File: config.mk
export PLATFORM = sky130hd
export DESIGN_NAME = frame_scan_ctrl
export DESIGN_NICKNAME = d
export VERILOG_FILES = /design/src/rtl/frame_scan_ctrl.sv
export SDC_FILE = /design/constraint.sdc
export NUM_CORES = 1
export LEC_CHECK = 0
export ABC_AREA = 1
export ABC_CLOCK_PERIOD_IN_PS = 3700
export BUFFER_PORTS_ARGS = -buffer_cell sky130_fd_sc_hd__buf_2
export CAP_MARGIN = 30
export CORE_ASPECT_RATIO = 2
export CORE_MARGIN = 4
export CORE_UTILIZATION = 36
export DETAILED_ROUTE_END_ITERATION = 8
export PLACE_DENSITY = 0.52
export SYNTH_ARGS = -nofsm -noshare
export SYNTH_HDL_FRONTEND = slang
export SYNTH_SLANG_ARGS = --single-unit
export TNS_END_PERCENT = 5
File: constraint.sdc
create_clock -name HCLK -period 3.7 [get_ports HCLK]
set_input_delay 0.185 -clock HCLK [delete_from_list [all_inputs] [get_ports HCLK]]
set_output_delay 0.185 -clock HCLK [all_outputs]
set_load 0.005 [all_outputs]
File: src/rtl/frame_scan_ctrl.sv
//------------------------------------------------------------------------------
// Module  : frame_scan_ctrl
// Brief   : Two-pixel-per-cycle frame scan sequencer with front delay,
//           horizontal blanking, pipeline-aligned hsync and frame completion.
// Revision: 1.0 - initial release
//------------------------------------------------------------------------------
`default_nettype none

module frame_scan_ctrl #(
  parameter int IMG_W     = 768,
  parameter int IMG_H     = 512,
  parameter int FRONT_DLY = 100,
  parameter int HBLANK    = 160,
  parameter int PIPE_LAT  = 2,
  parameter int ADDR_W    = 19
) (
  input  logic              HCLK,
  input  logic              HRESETn,
  input  logic              start,
  input  logic              abort,
  input  logic              stall,
  output logic              pair_valid,
  output logic [ADDR_W-1:0] rd_addr,
  output logic [9:0]        row,
  output logic [8:0]        col,
  output logic              hsync_out,
  output logic              busy,
  output logic              frame_done,
  output logic              err_start
);

  localparam int c_CNT_MAX = (FRONT_DLY > HBLANK)
                           ? ((FRONT_DLY > PIPE_LAT) ? FRONT_DLY : PIPE_LAT)
                           : ((HBLANK > PIPE_LAT) ? HBLANK : PIPE_LAT);
  localparam int c_CNT_W = (c_CNT_MAX > 1) ? $clog2(c_CNT_MAX) : 1;

  localparam logic [c_CNT_W-1:0] c_FRONT_LAST = c_CNT_W'(FRONT_DLY - 1);
  localparam logic [c_CNT_W-1:0] c_HB_LAST    = c_CNT_W'(HBLANK - 1);
  localparam logic [c_CNT_W-1:0] c_DRAIN_LAST = c_CNT_W'(PIPE_LAT - 1);
  localparam logic [8:0]         c_COL_LAST   = 9'(IMG_W / 2 - 1);
  localparam logic [9:0]         c_ROW_LAST   = 10'(IMG_H - 1);

  typedef enum logic [2:0] {
    S_IDLE   = 3'd0,
    S_FRONT  = 3'd1,
    S_ACTIVE = 3'd2,
    S_HBLANK = 3'd3,
    S_DRAIN  = 3'd4
  } state_t;

  state_t              r_state;
  logic [c_CNT_W-1:0]  r_cnt;
  logic [PIPE_LAT-1:0] r_hs_sr;

  assign hsync_out = r_hs_sr[PIPE_LAT-1];

  // row/col/rd_addr always name the pair being presented (or next to present
  // once a stall or blanking gap ends); they step once the pair has gone out.
  always_ff @(posedge HCLK or negedge HRESETn) begin
    if (!HRESETn) begin
      r_state    <= S_IDLE;
      r_cnt      <= '0;
      r_hs_sr    <= '0;
      pair_valid <= 1'b0;
      rd_addr    <= '0;
      row        <= '0;
      col        <= '0;
      busy       <= 1'b0;
      frame_done <= 1'b0;
      err_start  <= 1'b0;
    end else begin
      frame_done <= 1'b0;
      err_start  <= 1'b0;
      r_hs_sr    <= (r_hs_sr << 1) | PIPE_LAT'(pair_valid);
      if ((r_state != S_IDLE) && abort) begin
        r_state    <= S_IDLE;
        r_hs_sr    <= '0;
        pair_valid <= 1'b0;
        busy       <= 1'b0;
      end else begin
        if ((r_state != S_IDLE) && start) begin
          err_start <= 1'b1;
        end
        case (r_state)
          S_IDLE: begin
            if (start) begin
              row     <= '0;
              col     <= '0;
              rd_addr <= '0;
              r_cnt   <= '0;
              busy    <= 1'b1;
              if (FRONT_DLY == 0) begin
                r_state    <= S_ACTIVE;
                pair_valid <= 1'b1;
              end else begin
                r_state <= S_FRONT;
              end
            end
          end
          S_FRONT: begin
            if (r_cnt == c_FRONT_LAST) begin
              r_state    <= S_ACTIVE;
              pair_valid <= 1'b1;
            end else begin
              r_cnt <= r_cnt + c_CNT_W'(1);
            end
          end
          S_ACTIVE: begin
            if (pair_valid) begin
              if (col == c_COL_LAST) begin
                if (row == c_ROW_LAST) begin
                  r_state    <= S_DRAIN;
                  pair_valid <= 1'b0;
                  r_cnt      <= '0;
                end else begin
                  row     <= row + 10'd1;
                  col     <= '0;
                  rd_addr <= rd_addr + ADDR_W'(2);
                  if (HBLANK == 0) begin
                    pair_valid <= !stall;
                  end else begin
                    r_state    <= S_HBLANK;
                    pair_valid <= 1'b0;
                    r_cnt      <= '0;
                  end
                end
              end else begin
                col        <= col + 9'd1;
                rd_addr    <= rd_addr + ADDR_W'(2);
                pair_valid <= !stall;
              end
            end else begin
              pair_valid <= !stall;
            end
          end
          S_HBLANK: begin
            if (r_cnt == c_HB_LAST) begin
              r_state    <= S_ACTIVE;
              pair_valid <= 1'b1;
            end else begin
              r_cnt <= r_cnt + c_CNT_W'(1);
            end
          end
          S_DRAIN: begin
            // Hold busy until the final pair's hsync has left the delay line.
            if (r_cnt == c_DRAIN_LAST) begin
              r_state    <= S_IDLE;
              busy       <= 1'b0;
              frame_done <= 1'b1;
            end else begin
              r_cnt <= r_cnt + c_CNT_W'(1);
            end
          end
          default: begin
            r_state    <= S_IDLE;
            pair_valid <= 1'b0;
            busy       <= 1'b0;
          end
        endcase
      end
    end
  end

endmodule

`default_nettype wire
## Word level (Yosys, flattened, before mapping)

Cells that the tools add are included.

- $add $sub $neg: 4
- Equal/unequal tests: 25
- Multiplexer cells: 47
- Bitwise gates (word level): 2
- Reductions and logical operators: 15

Operators by type and width:

| cell | count |
|---|---|
| 19-bit 2-to-1 mux | 4 |
| 8-bit 2-to-1 mux | 6 |
| 10-bit 2-to-1 mux | 4 |
| 8-bit one-hot mux with 5 select lines | 1 |
| 19-bit one-hot mux with 2 select lines | 1 |
| 9-bit 2-to-1 mux | 4 |
| 3-bit 2-to-1 mux | 8 |
| 3-bit != test, second input constant | 7 |
| 10-bit one-hot mux with 2 select lines | 1 |
| 19-bit by 2-bit adder with 19-bit output, second input constant | 1 |
| 9-bit one-hot mux with 2 select lines | 1 |
| 3-bit one-hot mux with 5 select lines | 1 |
| 2-bit != test, second input constant | 7 |
| 1-bit 2-to-1 mux | 13 |
| 6-bit AND reduction | 2 |
| 10-bit by 1-bit adder with 10-bit output, second input constant | 1 |
| 10-bit by 9-bit equality test with 1-bit output, second input constant | 1 |
| 9-bit by 1-bit adder with 9-bit output, second input constant | 1 |
| 9-bit equality test, second input constant | 1 |
| 8-bit by 1-bit adder with 8-bit output, second input constant | 1 |
| 8-bit by 1-bit equality test with 1-bit output, second input constant | 1 |
| 8-bit by 7-bit equality test with 1-bit output, second input constant | 1 |
| 8-bit equality test, second input constant | 1 |
| 8-bit AND reduction | 1 |
| other kinds (19) | 23 |

- Flip-flop bits (word level): 55
- Output and inout bits: 43

## Longest topological paths before layout

Gate-level depths: netlist of the first run.

- Depth in word-level cells: 6
- Mapped depth: 10
- Mapped depth without buffers: 10

## Least setup slack after synthesis of the first run

No wires, ideal clock.

- Kind: flip-flop to flip-flop
- Start: register col[0]
- End: register r_cnt[4]
- Setup time: 117 ps
- Arrival: 1548 ps
- Path slack: 2035 ps
- Stages on the path, launching flop included: 11
- Path buffers: 0
- Cells stage by stage: dfrtp_1 ha_1 nand3_1 nor2_2 nand2_1 nand2_4 nand2_1 nor2_4 nand2_4 nand2_1 nand2_1

- Cells in the longest elaborated chain, start to end: 3

RTL lines:

| item | line | source |
|---|---|---|
| from (decl) | 25 | `output logic [8:0] col,` |
| from (signal assigned) | 128 | `col <= col + 9'd1;` |
| 9-bit equality test | 110 | `if (col == c_COL_LAST) begin` |
| 2-bit != test (no source line) | - |  |
| 8-bit AND reduction (no source line) | - |  |
| to (signal assigned) | 105 | `r_cnt <= r_cnt + c_CNT_W'(1);` |
| to (signal assigned) | 141 | `r_cnt <= r_cnt + c_CNT_W'(1);` |
| to (signal assigned) | 151 | `r_cnt <= r_cnt + c_CNT_W'(1);` |
| to (decl) | 52 | `logic [c_CNT_W-1:0] r_cnt;` |

Every way passes these cells.
A chain may end at the register's enable or synchronous reset.

## Worst setup path in the final report of the first run

- Start: register col[0]
- End: register rd_addr[2]

- Cells in the longest elaborated chain, start to end: 4
- Elaborated cells on any way between the ends: 6
- Those cells by class: 2 x eq/ne; 3 x mux; 1 x reduce/logical

RTL lines:

| item | line | source |
|---|---|---|
| 9-bit equality test (*) | 110 |  |
| 19-bit 2-to-1 mux | 110 |  |
| 19-bit 2-to-1 mux | 109 | `if (pair_valid) begin` |
| 19-bit one-hot mux with 2 select lines | 84 | `case (r_state)` |
| to (signal assigned) | 118 | `rd_addr <= rd_addr + ADDR_W'(2);` |
| to (signal assigned) | 129 | `rd_addr <= rd_addr + ADDR_W'(2);` |
| to (decl) | 23 | `output logic [ADDR_W-1:0] rd_addr,` |

Mark *: on every way between the ends. The rest lies on a longest branch, timed or not. The select of a mux whose other input is x is not followed.

==> results of run 1 <==
## state kept, by name, summed over array words and instances (netlist names), 2 cells and up
signal	count
r_hs_sr	2
row	10
col	9
r_state	3
rd_addr	18
r_cnt	8
## power groups by stage
stage / clock [uW] / combinational (uW) / sequential (uW)
2_1_floorplan: 0 / 727 / 719
3_3_place_gp: 0 / 873 / 733
3_5_place_dp: 0 / 879 / 733
4_1_cts: 488 / 881 / 722
5_1_grt: 515 / 955 / 732
6_report: 473 / 859 / 721
## kinds of logic (layout without fill, tap and decap cells)
group	count (synthesis)	in the layout	share of synthesized area, %
DFF	54	54	38.1
AOI/OAI and AO/OA	36	36	7.83
xor gates and xnor gates	11	11	2.72
other	1	1	0.106
buffers and inverters	60	104	7.76
and+or+nand+nor	330	330	41.7
adders and majority gates	5	5	1.76
## area by class of cell
type                    instances  area share (%)
well taps                     132            4.13
clock buffers                   5            3.13
repair buffers                 47            5.94
multi-input cells             383            48.0
clock inverters                 2           0.375
flip-flops and latches         54            33.8
inverters                      50            4.69
## metal layers
layer / GRT usage [%] / vias to the layer above / wire, um
li1: - / 1649 / -
met4: 5.43 / 0 / 159
met5: 0 / - / 0
met3: 2.61 / 11 / 267
met1: 15.3 / 1464 / 3220
met2: 34.7 / 41 / 5420
## synth_stat cells (4+ instances only)
master and count:
inv_1 47, nand2_4 5, nor2_1 57, xor2_1 9, o21ai_1 9, nand2_2 5, nor3_1 7, nand3_1 60
o21ai_2 19, ha_1 5, buf_6 6, and2_1 4, nand2_1 175, dfrtp_1 54
## layout by cell type, fill, tap and decap left out, types with 7 or more instances in the layout
cell type  count
nand2_1      175
nand3_1       60
nor2_1        57
dfrtp_1       54
inv_1         47
buf_2         46
o21ai_2       19
xor2_1         9
o21ai_1        9
nor3_1         7
## how the worst min path moves through the flow
stage,startpoint,to
after floorplan,HRESETn,busy
after global placement,HRESETn,rd_addr[6]
after detailed placement,HRESETn,rd_addr[4]
after CTS,HRESETn,rd_addr[4]
after global routing,HRESETn,rd_addr[5]
final,HRESETn,rd_addr[6]
## through the flow
step	setup slack, ns	std cells	instance area (um^2)	hold slack [ns]
3_3_place_gp	1.59	666	3860	0.334
5_1_grt	1.37	673	4000	0.0486
6_report	1.63	673	4000	-0.0212
2_1_floorplan	2.04	497	3550	-0.111
4_1_cts	1.57	673	4000	0.0163
3_5_place_dp	1.59	666	3860	0.339
## critical path: cells and delay by family (launching register included)
family	cells	cell delay (ns)
AO/OA/AOI/OAI	1	0.08
AND/OR/NAND/NOR	6	1.18
buffers and inverters	1	0.08
flip-flops	1	0.42
adder cells (fa/ha/maj)	1	0.22
==> results.json, run 1 <==
{
  "crit_chain": "ha_1 > nand3_1 > nor2_2 > nand2_1 > inv_1 > nand3_1 > nand2_4 > nand2_1 > o21ai_2",
  "holdCritPathClass": "in -> async",
  "endpoint_kind": "flop",
  "violations": "hold timing",
  "setup_viol": 0,
  "syn-num-nets": 507,
  "vias_per_cell": 4.70,
  "firstDrtPassIters": 4,
  "htree_levels": 2,
  "grt_pass1_vias": 3255,
  "synth_flop_cell": "dfrtp_1",
  "worstRegToRegCells": 9,
  "yosys.area.top_type": "dfrtp_1",
  "p_seq_share_pct": 35.1,
  "io_buffers": 46,
  "via_count": 3165,
  "yosysUniqueCellTypes": 34,
  "synth.area.top_cells": "dfrtp_1 (38%), nand2_1 (19%), nand3_1 (8.5%)",
  "finalHoldViolCount": 28,
  "multi_input_area_um2": 1920,
  "internal_power_uw": 1130,
  "async_flop_share_pct": 100,
  "cts_made_buffers": 5,
  "slowest_delay_ns": 0.42,
  "tns_ns": 0,
  "regArea_um2": 1350,
  "area_growth_pct": 12.8,
  "num_rows": 51,
  "cts_tree": "yes",
  "grt_pass1_wl_um": 15200,
  "required_ns": 3.93,
  "placeableCoreArea_um2": 9700,
  "switchingPower_uw": 921,
  "synth_area_per_cell_um2": 7.14,
  "finalNetCount": 551,
  "synth_edf_count": 0,
  "power_uw": 2050,
  "maxSlewViolCount": 0,
  "grt_max_degree": 42,
  "antenna_found_initial": 0,
  "initial_core_util_pct": 36.6,
  "r2r_start": "col[0]",
  "powerDensity_nw_per_um2": 513,
  "run_status": "finished with violations",
  "fin_skew_ns": 0.0119,
  "cts_buffer_depth": 2,
  "cts_root_buf": "clkbuf_16",
  "clk-insertion-delay-late_ns": 0.30,
  "chipWidth_um": 78.2,
  "netlist_instances": 497,
  "die_h_um": 148,
  "place_congestion": 0.852,
  "critPathSlowestCell": "dfrtp_1",
  "relSlewSlack_pct": 44.9,
  "seq_area_frac_synth_pct": 38.1,
  "peakVddDrop_v": 0.000299,
  "crit_fanout": 41,
  "critPathLaunchType": "flop",
  "startpoint": "col[0]",
  "power.leakage_uw": 0.00201,
  "track_usage_pct": 16.5,
  "regToRegEndpoint": "rd_addr[2]",
  "cts_setup_buffers": 0,
  "synthesis.area_um2": 3550,
  "post-route-period-util_pct": 56.0,
  "cts_resized": 0,
  "num-fill-cells": 1067,
  "holdBufCountCts": 0,
  "routed_wl_um": 9070,
  "swShare_pct": 44.9,
  "timing.hold.ws_ns": -0.0212,
  "diodes": 0,
  "cts.reportedPaths.clkPinSlew_ns": 0.08,
  "clockPowerShare_pct": 23.1,
  "drc": 0,
  "ys_warn_count": 0,
  "ant_nets": 0,
  "worst_slew_pin_slew_ns": 0.827,
  "max_cap_violations": 0,
  "drive_gt1_share_pct": 17.9,
  "ys_ff_latch": 54,
  "crit_end": "rd_addr[2]",
  "finish.utilization_pct": 41.3,
  "min_period_ns": 2.07,
  "clock-sinks": 54,
  "arrival_ns": 2.30,
  "die_area_um2": 11600,
  "clock.fmax_mhz": 483,
  "dp_hpwl_um": 7010,
  "post_drt_wl_per_cell_um": 13.5,
  "comb_power_share_pct": 41.8,
  "grt_overflow": 0,
  "synthDominantCellAreaShare_pct": 38.1,
  "rsz0062_at_grt": "no",
  "ff2ff_setup_slack_ns": 1.63,
  "crit_type": "reg -> reg",
  "io_pins": 48,
  "first_iter_violations": 126
}
Note: power is estimated with default switching activity, not from simulation.
==> run 2, diff against run 1 <==
Settings changed: ABC_CLOCK_PERIOD_IN_PS 3700 to 1800, PLACE_DENSITY 0.52 to 0.54.
Clock period 3.7 ns to 1.8 ns, I/O delays scaled along.
==> run 2 against run 1 <==
Compared with the run above:
- the run now ends clean
- worst hold slack improved by 0.046 ns
- sequential share of layout area fell by 2.5 points
- critical path type unchanged
- largest cell class unchanged
- fmax rose by 22%
- routed wire length rose by 4.0%
- power rose by 130%
- combinational power rose to 2.6 times the previous value
- utilization rose by 3.3 points
- die area did not move
- cell area rose by 8.0%
- critical path depth rose by 1
- sequential power rose by 100%
==> results.json, run 2 (same netlist as run 1, synthesis figures left out) <==
{
  "vias_per_cell": 4.71,
  "fin_area_um2": 4320,
  "worst_slew_pin_slew_ns": 0.546,
  "cts_root_buf": "clkbuf_16",
  "grt_pass1_vias": 3386,
  "arrival_ns": 1.93,
  "required_ns": 2.04,
  "clock-sinks": 54,
  "regMostFlops": "rd_addr",
  "crit_type": "reg -> reg",
  "via_count": 3308,
  "place_congestion": 0.868,
  "finish.utilization_pct": 44.6,
  "diodes": 0,
  "chipWidth_um": 78.2,
  "grt_pass1_wl_um": 15800,
  "cts_made_buffers": 5,
  "routed_wl_um": 9440,
  "cts.reportedPaths.clkPinSlew_ns": 0.07,
  "die_h_um": 148,
  "drc": 0,
  "critPathLaunchType": "flop",
  "power.leakage_uw": 0.00218,
  "largest_reg_flops": 18,
  "grt_overflow": 0,
  "io_buffers": 46,
  "final_common_cell": "nand2_1",
  "finalNetCount": 579,
  "maxSlewViolCount": 0,
  "num-fill-cells": 1020,
  "drive_gt1_share_pct": 23.7,
  "max_cap_violations": 0,
  "num_rows": 51,
  "endpoint_kind": "flop",
  "die_area_um2": 11600,
  "post_drt_wl_per_cell_um": 13.4,
  "setup_viol": 0,
  "cts_buffer_depth": 2,
  "dp_hpwl_um": 7220,
  "dpl_cell_area_um2": 4050,
  "top_regs": "rd_addr x18, row x10, col x9",
  "area_growth_pct": 21.9,
  "finalNonFillerCells": 702,
  "track_usage_pct": 17.1,
  "run_status": "finished, final reports clean",
  "holdCritPathClass": "in -> reg",
  "finalHoldViolCount": 0,
  "crit_fanout": 4,
  "antenna_found_initial": 0,
  "grt_max_degree": 36,
  "first_iter_violations": 70,
  "ant_nets": 0,
  "fin_skew_ns": 0.00404,
  "final_cell_mix": "nand2_1 (172), nand3_1 (57), nor2_1 (55)",
  "firstDrtPassIters": 4,
  "placeableCoreArea_um2": 9700,
  "post-route-period-util_pct": 94.0,
  "peakVddDrop_v": 0.000669,
  "htree_levels": 2,
  "place_inst": 686,
  "io_pins": 48,
  "min_period_ns": 1.69,
  "clk-insertion-delay-late_ns": 0.30,
  "relSlewSlack_pct": 63.6,
  "initial_core_util_pct": 36.6,
  "cts_tree": "yes",
  "clock.fmax_mhz": 591,
  "powerDensity_nw_per_um2": 1100,
  "tns_ns": 0
}
run 2: cell count changes in the layout (fill, tap and decap cells not counted), sizes merged:
cell / change
buf: +26
dlygate4sd3: +1
clkinvlp: -2
clkbuf: +3
nand3: +1
run 2: timing repair:
item                                   in CTS  in global routing
resized for setup                           3                  9
hold buffers                                1                  0
setup endpoints to repair                  12                 46
endpoints found under the hold margin      19                  0
pin swaps                                   1                  5
setup buffers                               0                  6
gates cloned                                1                  0
run 2: stage by stage:
step | power (uW) | hold slack [ns] | worst slack [ns]
2_1_floorplan | 2970 | -0.206 | 0.135
4_1_cts | 4680 | 0.0157 | 0.0143
3_3_place_gp | 3510 | 0.0941 | 0.0393
3_5_place_dp | 3520 | 0.101 | 0.00310
5_1_grt | 5080 | 0.0305 | -0.0116
6_report | 4750 | 0.0248 | 0.109
run 2: cell type report:
cell class	count	area, um^2	share of cell area (%)
timing repair buffer	74	480	11.1
multi-input combinational	384	1970	45.6
clock buffer	8	166	3.85
tap	132	165	3.82
sequential	54	1350	31.3
inverter	50	188	4.34
run 2: where the power goes:
group,switching [uW],internal (uW),leakage [uW]
registers,104,1340,0.000742
logic,1450,785,0.00136
clock network,451,631,0.0000832
run 2: critical path, stage by stage (launching register included):
cell and delay, ns:
dfrtp_1 0.38, ha_2 0.22, nand3_2 0.10, inv_2 0.09, nand2_1 0.07, nor2_1 0.15, nand3_2 0.20, buf_4 0.19
nor2_1 0.08, nand3_1 0.09, nand2_1 0.07
run 2: routing by layer:
metal,vias to the layer above,track usage (%),wire length (um)
met5,-,0,0
met3,16,2.61,235
met2,44,34.1,5510
met4,0,8.23,255
li1,1715,-,-
met1,1533,16.4,3440
run 2: path summary, 6_finish.rpt:
path                       slack, ns  startpoint    endpoint  depth (start not counted)
setup / recovery                0.11      row[0]  r_state[2]                         10
hold / removal                  0.02       abort   err_start                          2
setup reg to reg                0.11      row[0]  r_state[2]                         10
hold reg to reg                 0.48  r_hs_sr[0]  r_hs_sr[1]                          2
max in group asynchronous       0.90     HRESETn      col[1]                          3
min in group asynchronous       0.32     HRESETn      row[3]                          2
==> run 3, diff against run 2 <==
==> constraint.sdc (replaced) <==
create_clock -name HCLK -period 1.8 [get_ports HCLK]
set_input_delay 0.54 -clock HCLK [delete_from_list [all_inputs] [get_ports HCLK]]
set_output_delay 0.54 -clock HCLK [all_outputs]
set_load 0.005 [all_outputs]
==> run 3 against run 2 <==
Compared with the run above:
- cell count shrank 0.43%
- clock skew rose by 0.0030 ns
- utilization fell by 0.55 points
- register-to-register slack about the same
- first-iteration DRC count is 50% higher
- count of clock-buffer cells in the layout decreased by 1
- critical endpoint is now rd_addr[4]
- highest routed layer unchanged
==> results.json, run 3 (same netlist as run 1, synthesis figures left out) <==
{
  "cts_buffer_depth": 2,
  "run_status": "finished, final reports clean",
  "placeableCoreArea_um2": 9700,
  "holdCritPathClass": "in -> async",
  "final_cell_mix": "nand2_1 (174), nand3_1 (58), nor2_1 (55)",
  "routed_wl_um": 9290,
  "ant_nets": 0,
  "tns_ns": 0,
  "first_iter_violations": 105,
  "required_ns": 1.99,
  "crit_chain": "nor2_4 > nand2_2 > nand2_2 > nand2_1 > nor2_8 > nand2_4 > buf_12 > nand2_1 > o21ai_2",
  "initial_core_util_pct": 36.6,
  "critPathLaunchType": "flop",
  "slowest_delay_ns": 0.42,
  "place_congestion": 0.920,
  "io_pins": 48,
  "track_usage_pct": 16.8,
  "finalHoldViolCount": 0,
  "max_cap_violations": 0,
  "chipWidth_um": 78.2,
  "grt_pass1_wl_um": 15500,
  "area_growth_pct": 20.4,
  "crit_type": "reg -> reg",
  "finalNetCount": 576,
  "cts.reportedPaths.clkPinSlew_ns": 0.07,
  "num_rows": 51,
  "power.leakage_uw": 0.00216,
  "powerDensity_nw_per_um2": 1080,
  "via_count": 3290,
  "largest_reg_flops": 18,
  "vias_per_cell": 4.71,
  "regMostFlops": "rd_addr",
  "clock.fmax_mhz": 594,
  "dpl_cell_area_um2": 4050,
  "htree_levels": 2,
  "firstDrtPassIters": 4,
  "die_area_um2": 11600,
  "num-fill-cells": 1061,
  "fin_skew_ns": 0.00705,
  "clock-sinks": 54,
  "fin_area_um2": 4270,
  "critPathSlowestCell": "dfrtp_1",
  "die_h_um": 148,
  "setup_viol": 0,
  "antenna_found_initial": 0,
  "dp_hpwl_um": 6970,
  "min_period_ns": 1.68,
  "io_buffers": 46,
  "post_drt_wl_per_cell_um": 13.3,
  "holdBufCountCts": 0,
  "maxSlewViolCount": 0,
  "drive_gt1_share_pct": 22.8,
  "clk-insertion-delay-late_ns": 0.30,
  "drc": 0,
  "arrival_ns": 1.87,
  "power_uw": 4620,
  "endpoint_kind": "flop",
  "crit_fanout": 22,
  "top_regs": "rd_addr x18, row x10, col x9",
  "post-route-period-util_pct": 93.5,
  "cts_root_buf": "clkbuf_16",
  "diodes": 0,
  "grt_overflow": 0,
  "grt_pass1_vias": 3366,
  "final_common_cell": "nand2_1",
  "cts_made_buffers": 5,
  "cts_tree": "yes",
  "grt_max_degree": 55,
  "peakVddDrop_v": 0.000866
}
==> run 3: path summary, 6_finish.rpt <==
path | slack, ns | from | to | depth (start not counted)
worst max register to register | 0.12 | r_state[0] | rd_addr[4] | 9
max in group asynchronous | 1.30 | HRESETn | row[8] | 2
worst max-delay path | 0.12 | r_state[0] | rd_addr[4] | 9
min in group HCLK | 0.47 | r_hs_sr[0] | r_hs_sr[1] | 2
worst min register to register | 0.47 | r_hs_sr[0] | r_hs_sr[1] | 2
worst min-delay path | 0.22 | HRESETn | rd_addr[18] | 2
==> run 3: layout make-up <==
type / count / area (um^2) / area share [%]
Clock buffer: 7 / 143 / 3.34
Timing Repair Buffer: 71 / 455 / 10.7
Tap cell: 132 / 165 / 3.87
Multi-Input combinational cell: 384 / 1960 / 46.0
Inverter: 50 / 188 / 4.39
Clock inverter: 1 / 5.00 / 0.117
Sequential cell: 54 / 1350 / 31.6
==> run 3: worst max-delay path, delay by kind of cell (launching register included) <==
family	cells	cell delay (ns)
flops	1	0.42
simple gates	7	0.93
buf+inv	1	0.17
compound gates	1	0.05
==> run 3: repair_timing <==
action | in CTS | in global routing
resized for setup | 0 | 9
endpoints found under the setup margin | 0 | 47
setup buffers | 0 | 4
==> run 3: routing by layer <==
metal  global-route usage [%]  routed length (um)  share of wire [%]  vias to the layer above
li1                         -                   -                  -                     1702
met1                     15.7                3360                 36                     1533
met2                     34.9                5500                 59                       40
met3                     2.55                 214                2.3                       15
met4                     6.57                 218                2.3                        0
met5                        0                   0                  0                        -
==> run 3: where the power goes <==
group | total (uW) | internal [uW] | switching, uW
logic | 2190 | 755 | 1430
clock network | 998 | 553 | 444
registers | 1440 | 1340 | 101
total | 4620 | 2640 | 1980
==> run 3: metrics by stage <==
stage | setup slack, ns | std cells | utilization [%] | hold WS, ns
after floorplan | 0.135 | 497 | - | 0.244
after global placement | 0.0542 | 686 | 41.8 | 0.464
after detailed placement | 0.0408 | 686 | 41.8 | 0.467
after CTS | 0.0234 | 694 | 43.3 | 0.245
after global routing | -0.00341 | 699 | 44.0 | 0.260
final | 0.117 | 699 | 44.0 | 0.217
